[config.mk]
export PLATFORM = sky130hd
export DESIGN_NAME = fifo_sync_param
export DESIGN_NICKNAME = d
export VERILOG_FILES = /design/src/rtl/fifo_sync_param.sv
export SDC_FILE = /design/constraint.sdc
export NUM_CORES = 1
export LEC_CHECK = 0
export CAP_MARGIN = 20
export CELL_PAD_IN_SITES_DETAIL_PLACEMENT = 1
export CELL_PAD_IN_SITES_GLOBAL_PLACEMENT = 1
export CORE_MARGIN = 4
export CORE_UTILIZATION = 34
export CTS_CLUSTER_DIAMETER = 60
export DETAILED_ROUTE_END_ITERATION = 8
export HOLD_SLACK_MARGIN = 0.1
export MAX_ROUTING_LAYER = met4
export PLACE_DENSITY_LB_ADDON = 0.1
export SLEW_MARGIN = 5
export SYNTH_ARGS = -nofsm -noshare
export SYNTH_HDL_FRONTEND = slang
export SYNTH_SLANG_ARGS = --single-unit
[constraint.sdc]
create_clock -name clk -period 3.9 [get_ports clk]
set_input_delay 0.78 -clock clk [delete_from_list [all_inputs] [get_ports clk]]
set_output_delay 0.78 -clock clk [all_outputs]
set_load 0.01 [all_outputs]
[src/rtl/fifo_sync_param.sv]
// Parametrised single-clock FIFO with programmable almost-full and almost-empty
// thresholds, an occupancy count, and either a registered or a first-word-fall-through read.
module fifo_sync_param #(
  parameter int WIDTH     = 16,
  parameter int DEPTH     = 8,
  parameter int AFULL_TH  = DEPTH - 1,
  parameter int AEMPTY_TH = 1,
  parameter int FWFT      = 0
) (
  input  logic                         clk,
  input  logic                         rst_n,
  input  logic [WIDTH-1:0]             data_in,
  input  logic                         wr_en,
  input  logic                         rd_en,
  output logic [WIDTH-1:0]             data_out,
  output logic                         full,
  output logic                         almostfull,
  output logic                         empty,
  output logic                         almostempty,
  output logic                         overflow,
  output logic                         underflow,
  output logic                         wr_ack,
  output logic [$clog2(DEPTH+1)-1:0]   count
);

  localparam int CW = $clog2(DEPTH + 1);
  localparam int PW = $clog2(DEPTH);

  localparam logic [CW-1:0] DEPTH_C  = CW'(DEPTH);
  localparam logic [CW-1:0] AFULL_C  = CW'(AFULL_TH);
  localparam logic [CW-1:0] AEMPTY_C = CW'(AEMPTY_TH);
  localparam logic [PW-1:0] PTR_LAST = PW'(DEPTH - 1);

  logic [WIDTH-1:0] mem [DEPTH];

  logic [PW-1:0] wr_ptr_reg, wr_ptr_next;
  logic [PW-1:0] rd_ptr_reg, rd_ptr_next;
  logic [CW-1:0] count_reg, count_next;
  logic          overflow_reg, underflow_reg, wr_ack_reg;
  logic          wr_ok, rd_ok;

  // Flags decode the registered count only, so they move only on an edge or reset.
  always_comb begin
    full        = (count_reg == DEPTH_C);
    empty       = (count_reg == '0);
    almostfull  = (count_reg >= AFULL_C) && (count_reg < DEPTH_C);
    almostempty = (count_reg != '0) && (count_reg <= AEMPTY_C);
  end

  assign wr_ok = wr_en && !full;
  assign rd_ok = rd_en && !empty;

  // Explicit wrap compare keeps non-power-of-two depths correct.
  always_comb begin
    wr_ptr_next = wr_ptr_reg;
    rd_ptr_next = rd_ptr_reg;
    count_next  = count_reg;
    if (wr_ok) wr_ptr_next = (wr_ptr_reg == PTR_LAST) ? '0 : wr_ptr_reg + PW'(1);
    if (rd_ok) rd_ptr_next = (rd_ptr_reg == PTR_LAST) ? '0 : rd_ptr_reg + PW'(1);
    case ({wr_ok, rd_ok})
      2'b10:   count_next = count_reg + CW'(1);
      2'b01:   count_next = count_reg - CW'(1);
      default: count_next = count_reg;
    endcase
  end

  always_ff @(posedge clk or negedge rst_n) begin
    if (!rst_n) begin
      wr_ptr_reg    <= '0;
      rd_ptr_reg    <= '0;
      count_reg     <= '0;
      overflow_reg  <= 1'b0;
      underflow_reg <= 1'b0;
      wr_ack_reg    <= 1'b0;
    end else begin
      wr_ptr_reg    <= wr_ptr_next;
      rd_ptr_reg    <= rd_ptr_next;
      count_reg     <= count_next;
      overflow_reg  <= wr_en && !wr_ok;
      underflow_reg <= rd_en && !rd_ok;
      wr_ack_reg    <= wr_ok;
    end
  end

  // Storage carries no reset so it can map onto block RAM.
  always_ff @(posedge clk) begin
    if (wr_ok) mem[wr_ptr_reg] <= data_in;
  end

  generate
    if (FWFT != 0) begin : g_fwft
      assign data_out = empty ? '0 : mem[rd_ptr_reg];
    end else begin : g_std
      logic [WIDTH-1:0] data_out_reg;
      always_ff @(posedge clk or negedge rst_n) begin
        if (!rst_n)     data_out_reg <= '0;
        else if (rd_ok) data_out_reg <= mem[rd_ptr_reg];
      end
      assign data_out = data_out_reg;
    end
  endgenerate

  assign overflow  = overflow_reg;
  assign underflow = underflow_reg;
  assign wr_ack    = wr_ack_reg;
  assign count     = count_reg;

endmodule
# Word-level counts from Yosys, hierarchy flattened
# Memories as Yosys holds them, arrays and structs flattened. A register that Yosys moved wholly into a read port is not among the register bits.
# Cells that the tools add are included.
[word_totals]
ram_bits = 128
register_bits = 13
memories = 1
word_cells = 38
[classes]
add_sub_neg = 4
reduce_logical = 14
mux = 5
order_cmp = 3
eq_ne = 5
[mem_list]
columns = ["name", "words", "width", "read_ports", "rd_clocked_by_memory_dff", "wr", "line_no", "source"]
rows = [
  ["mem", 8, 16, 1, 1, 1, "34", "logic [WIDTH-1:0] mem [DEPTH];"],
]
[op_table]
columns = ["op", "n"]
rows = [
  ["$pmux 4 s2", 1],
  ["$add 3x1->3 const B", 2],
  ["$eq 3x3->1 const B", 2],
  ["$logic_and 1x1->1", 6],
  ["$mux 3", 2],
  ["$logic_not 1->1", 5],
  ["$add 4x1->4 const B", 1],
  ["$eq 4x4->1 const B", 1],
  ["$ge 4x3->1 const B", 1],
  ["$le 4x1->1 const B", 1],
  ["$logic_not 4->1", 1],
  ["$lt 4x4->1 const B", 1],
  ["$reduce_bool 4->1", 1],
  ["$sub 4x1->4 const B", 1],
  ["$eq 2x1->1 const B", 1],
  ["$eq 2x2->1 const B", 1],
  ["$mux 1", 2],
  ["$reduce_bool 2->1", 1],
]

# Longest topological paths before layout
[depth]
depth_word = 5
ltp_mapped = 10
ltp_nobuf = 9

# Worst setup path after synthesis
# No wires, ideal clock.
[synth_path]
path_type = "reg2reg"
startpoint = "register count_reg[0], in the netlist count[0]"
endpoint = "memory mem[0][0] (enable)"
arrival_ns = 2.673
synth_period_minus_slack_ns = 3.103
path_slack_ns = 0.797
stages_incl_launch_ff = 6
n_path_buf = 0
setup_ns = 0.430
t_required_ns = 3.470
cell_sequence = "dfrtp_1 -> inv_1 -> ha_1 -> nand3b_1 -> nand2_1 -> nor4_1"
[synth_between]
elab_chain_len = 5
[synth_rtl]
columns = ["item", "line_no", "source"]
rows = [
  ["start: declaration", "38", "logic [CW-1:0] count_reg, count_next;"],
  ["start signal: assignment", "78", "count_reg <= count_next;"],
  ["$eq 4x4->1", "44", "full = (count_reg == DEPTH_C);"],
  ["$logic_not 1->1", "50", "assign wr_ok = wr_en && !full;"],
  ["$logic_and 1x1->1", "50", ""],
  ["$mux 1", "87", "if (wr_ok) mem[wr_ptr_reg] <= data_in;"],
  ["$mux 1 (not written as such)", "87", ""],
  ["end: declaration", "34", ""],
]
# Every way passes these cells.

# Worst setup path after layout
[layout_path]
startpoint = "register count_reg[0], in the netlist count[0]"
endpoint = "output port empty"
[layout_between]
elab_chain_len = 1
[layout_rtl]
columns = ["item", "line_no", "source"]
rows = [
  ["$logic_not 4->1", "45", "empty = (count_reg == '0);"],
  ["end: declaration", "18", "output logic empty,"],
]
# Every way passes these cells.

==> impl_metrics.toml <==
[layout]
antennaDiodeCount = 0
fillCellCount = 1748
final_nets = 452
largest_register_ffs = 128
fin_cells = 665
syn_to_final_growth_pct = 21.3
drive_gt1_frac = 0.239

[routing]
ant_nets = 0
drt_iter0_drc = 164
drt-pass1-iter-count = 4
vias = 3367
vias_per_cell = 5.06
wirelength_mm = 14.4
wl_per_cell_um = 21.7
drc_errors = 0

[logic_synthesis]
netlist_area_um2 = 6310
synth-seq-cells = 157
yosysSeqAreaShare = 0.724
synth_most_common_cell = "edfxtp_1"
yosysUniqueCellTypes = 32
synth_area_leaders = "edfxtp_1 (61%), dfrtp_1 (11%), mux2_2 (6.4%)"
yosys_warnings = 0
synth_top_cell_area_share = 0.609
synthCells = 364
synth-edff-count = 128
synth.avg_cell_area_um2 = 17.3
synth_common_cells = "edfxtp_1 (128), mux2_2 (36), mux2i_1 (33)"
yosys.area.top_type = "edfxtp_1"
synthArstFlopShare = 0.185
synth.net_count = 393
synth_flop_cell = "edfxtp_1"

[placed_design]
io_buffer_count = 46
place_inst = 633
place_hpwl_mm = 8.41
pre_cts_slack_ps = 1000
gp_congestion = 0.734

[worst_hold_path]
worstHoldPathType = "in2async"

[clock_tree]
cts.sinks = 157
cts_root_buf = "clkbuf_16"
cts_htree_levels = 4
ctsResizeCount = 0
insertion_delay_ps = 420
post_cts.repair.setup_buffers = 0
cts_buffer_depth = 2
path_clk_slew_ps = 60
cts_made_buffers = 17
cts_hold_buf = 0
cts_tree = "built"

[floorplanning]
die-area_um2 = 20800
core_area_um2 = 18100
num_rows = 49
die_w_um = 144
die_h_um = 144
initial_core_util = 0.349
io_pins = 47

[timing]
finalWorstSetupSlack_ps = 857
max_freq_ghz = 0.329
fin_skew_ps = 9.19
finalCritPeriodShare = 0.780
finalMaxSlewViolations = 0
slew_headroom = 0.306
finalSetupViolCount = 0
rsz0062_at_grt = "false"
setup_tns_ps = 0
period_minus_slack_ps = 3040
hold_violations = 0
tightest_slew_ps = 1040

[worst_setup_path]
cp-start-kind = "register"
critPathCaptureType = "output port"
critPathMaxFanout = 20
path_class = "reg2out"
cp.required_ps = 3120
cp.arrival_ps = 2260

[power]
p_sw_frac = 0.319
p_comb_frac = 0.319
intPower_mw = 3.98
power_density_nw_per_um2 = 763
power_leakage_nw = 2.71
p_clk_frac = 0.277
ir_drop_mv = 0.319
p_switching_mw = 1.86
seqPwrFrac = 0.404

[job]
maxCapViolCount = 0

[global_route]
grt_max_degree = 68
grt_usage = 0.152
grt.overflow.total = 0
grt_pass1_vias = 3624
antenna_found_initial = 0
grt_first_pass_wirelength_mm = 21.9

[status]
status = "finished clean"
[cells in the final DEF, fill, tap and decap left out, drive strengths merged]
master | netlist | layout
nand2b | 5 | 5
xnor2 | 2 | 2
and2 | 2 | 2
clkdlybuf4s50 | 0 | 45
nor2 | 8 | 8
nor3b | 1 | 1
nand4b | 1 | 1
clkinvlp | 0 | 4
o22ai | 16 | 16
nor3 | 4 | 4
edfxtp | 128 | 128
mux2 | 37 | 37
ha | 9 | 9
nand3 | 1 | 1
nor4 | 2 | 2
and3b | 1 | 1
xor2 | 2 | 2
o21ai | 19 | 19
clkbuf | 5 | 18
nor2b | 1 | 1
or4b | 1 | 1
mux2i | 33 | 33
nand3b | 1 | 1
clkinv | 0 | 6
buf | 13 | 13
a21oi | 1 | 1
bufinv | 0 | 2
o31ai | 16 | 16
inv | 6 | 8
nand2 | 4 | 4
dfrtp | 29 | 29
a22o | 16 | 16
[worst paths after layout]
path / startpoint / to / slack (ps) / cells past startpoint
setup / recovery: count[0] / empty / 860 / 5
hold / removal: rst_n / wr_ack / 440 / 1
setup reg to reg: count[0] / count[3] / 1340 / 10
hold reg to reg: data_out[5] / data_out[5] / 530 / 2
max in group asynchronous: rst_n / rd_ptr_reg[0] / 2890 / 1
min in group clk: data_out[5] / data_out[5] / 530 / 2
[power groups by stage]
| stage | logic [mW] | clock network (mW) | registers (mW) |
|---|---|---|---|
| 2_1_floorplan | 1.18 | 0 | 2.40 |
| 6_report | 1.86 | 1.62 | 2.36 |
| 4_1_cts | 1.92 | 1.66 | 2.37 |
| 3_3_place_gp | 1.88 | 0 | 2.39 |
| 5_1_grt | 2.04 | 1.73 | 2.41 |
| 3_5_place_dp | 1.91 | 0 | 2.40 |
[worst max-delay path, cell delays in order, from the launching register on]
cell	delay, ps
dfrtp_1	460
inv_1	120
ha_1	200
nor3b_2	170
buf_4	300
clkdlybuf4s50_1	590
[cells by family after synthesis]
kind of cell             Yosys count  synth area share
AO/OA/AOI/OAI                     68            0.0856
XOR/XNOR                           4           0.00555
adder cells (fa/ha/maj)            9            0.0178
buffers and inverters             24            0.0212
flip-flops                       157             0.724
multiplexers                      70             0.118
AND/OR/NAND/NOR                   32            0.0277
[per-layer routing]
layer	track usage	vias up	wire, µm
li1	-	1551	-
met1	0.178	1745	6250
met2	0.261	50	7580
met3	0.0324	21	374
met4	0.0511	0	207
met5	-	-	0
[stage by stage]
step | cell area (µm²) | power (mW) | util | hold slack [ps]
after floorplan | 6310 | 3.58 | - | 484
after global placement | 7080 | 4.27 | 0.392 | 515
after detailed placement | 7080 | 4.31 | 0.392 | 528
after CTS | 7660 | 5.95 | 0.423 | 467
after global routing | 7660 | 6.17 | 0.423 | 508
final | 7660 | 5.84 | 0.423 | 442
[final cells by class]
cell class / instances / area [µm²] / share of cell area
sequential: 157 / 4570 / 0.597
multi-input combinational: 183 / 1650 / 0.215
timing repair buffer: 58 / 558 / 0.0729
clock buffer: 18 / 429 / 0.0560
tap: 229 / 287 / 0.0374
clock inverter: 14 / 144 / 0.0188
inverter: 6 / 22.5 / 0.00294
No activity file was read; power rests on OpenSTA's default activity.
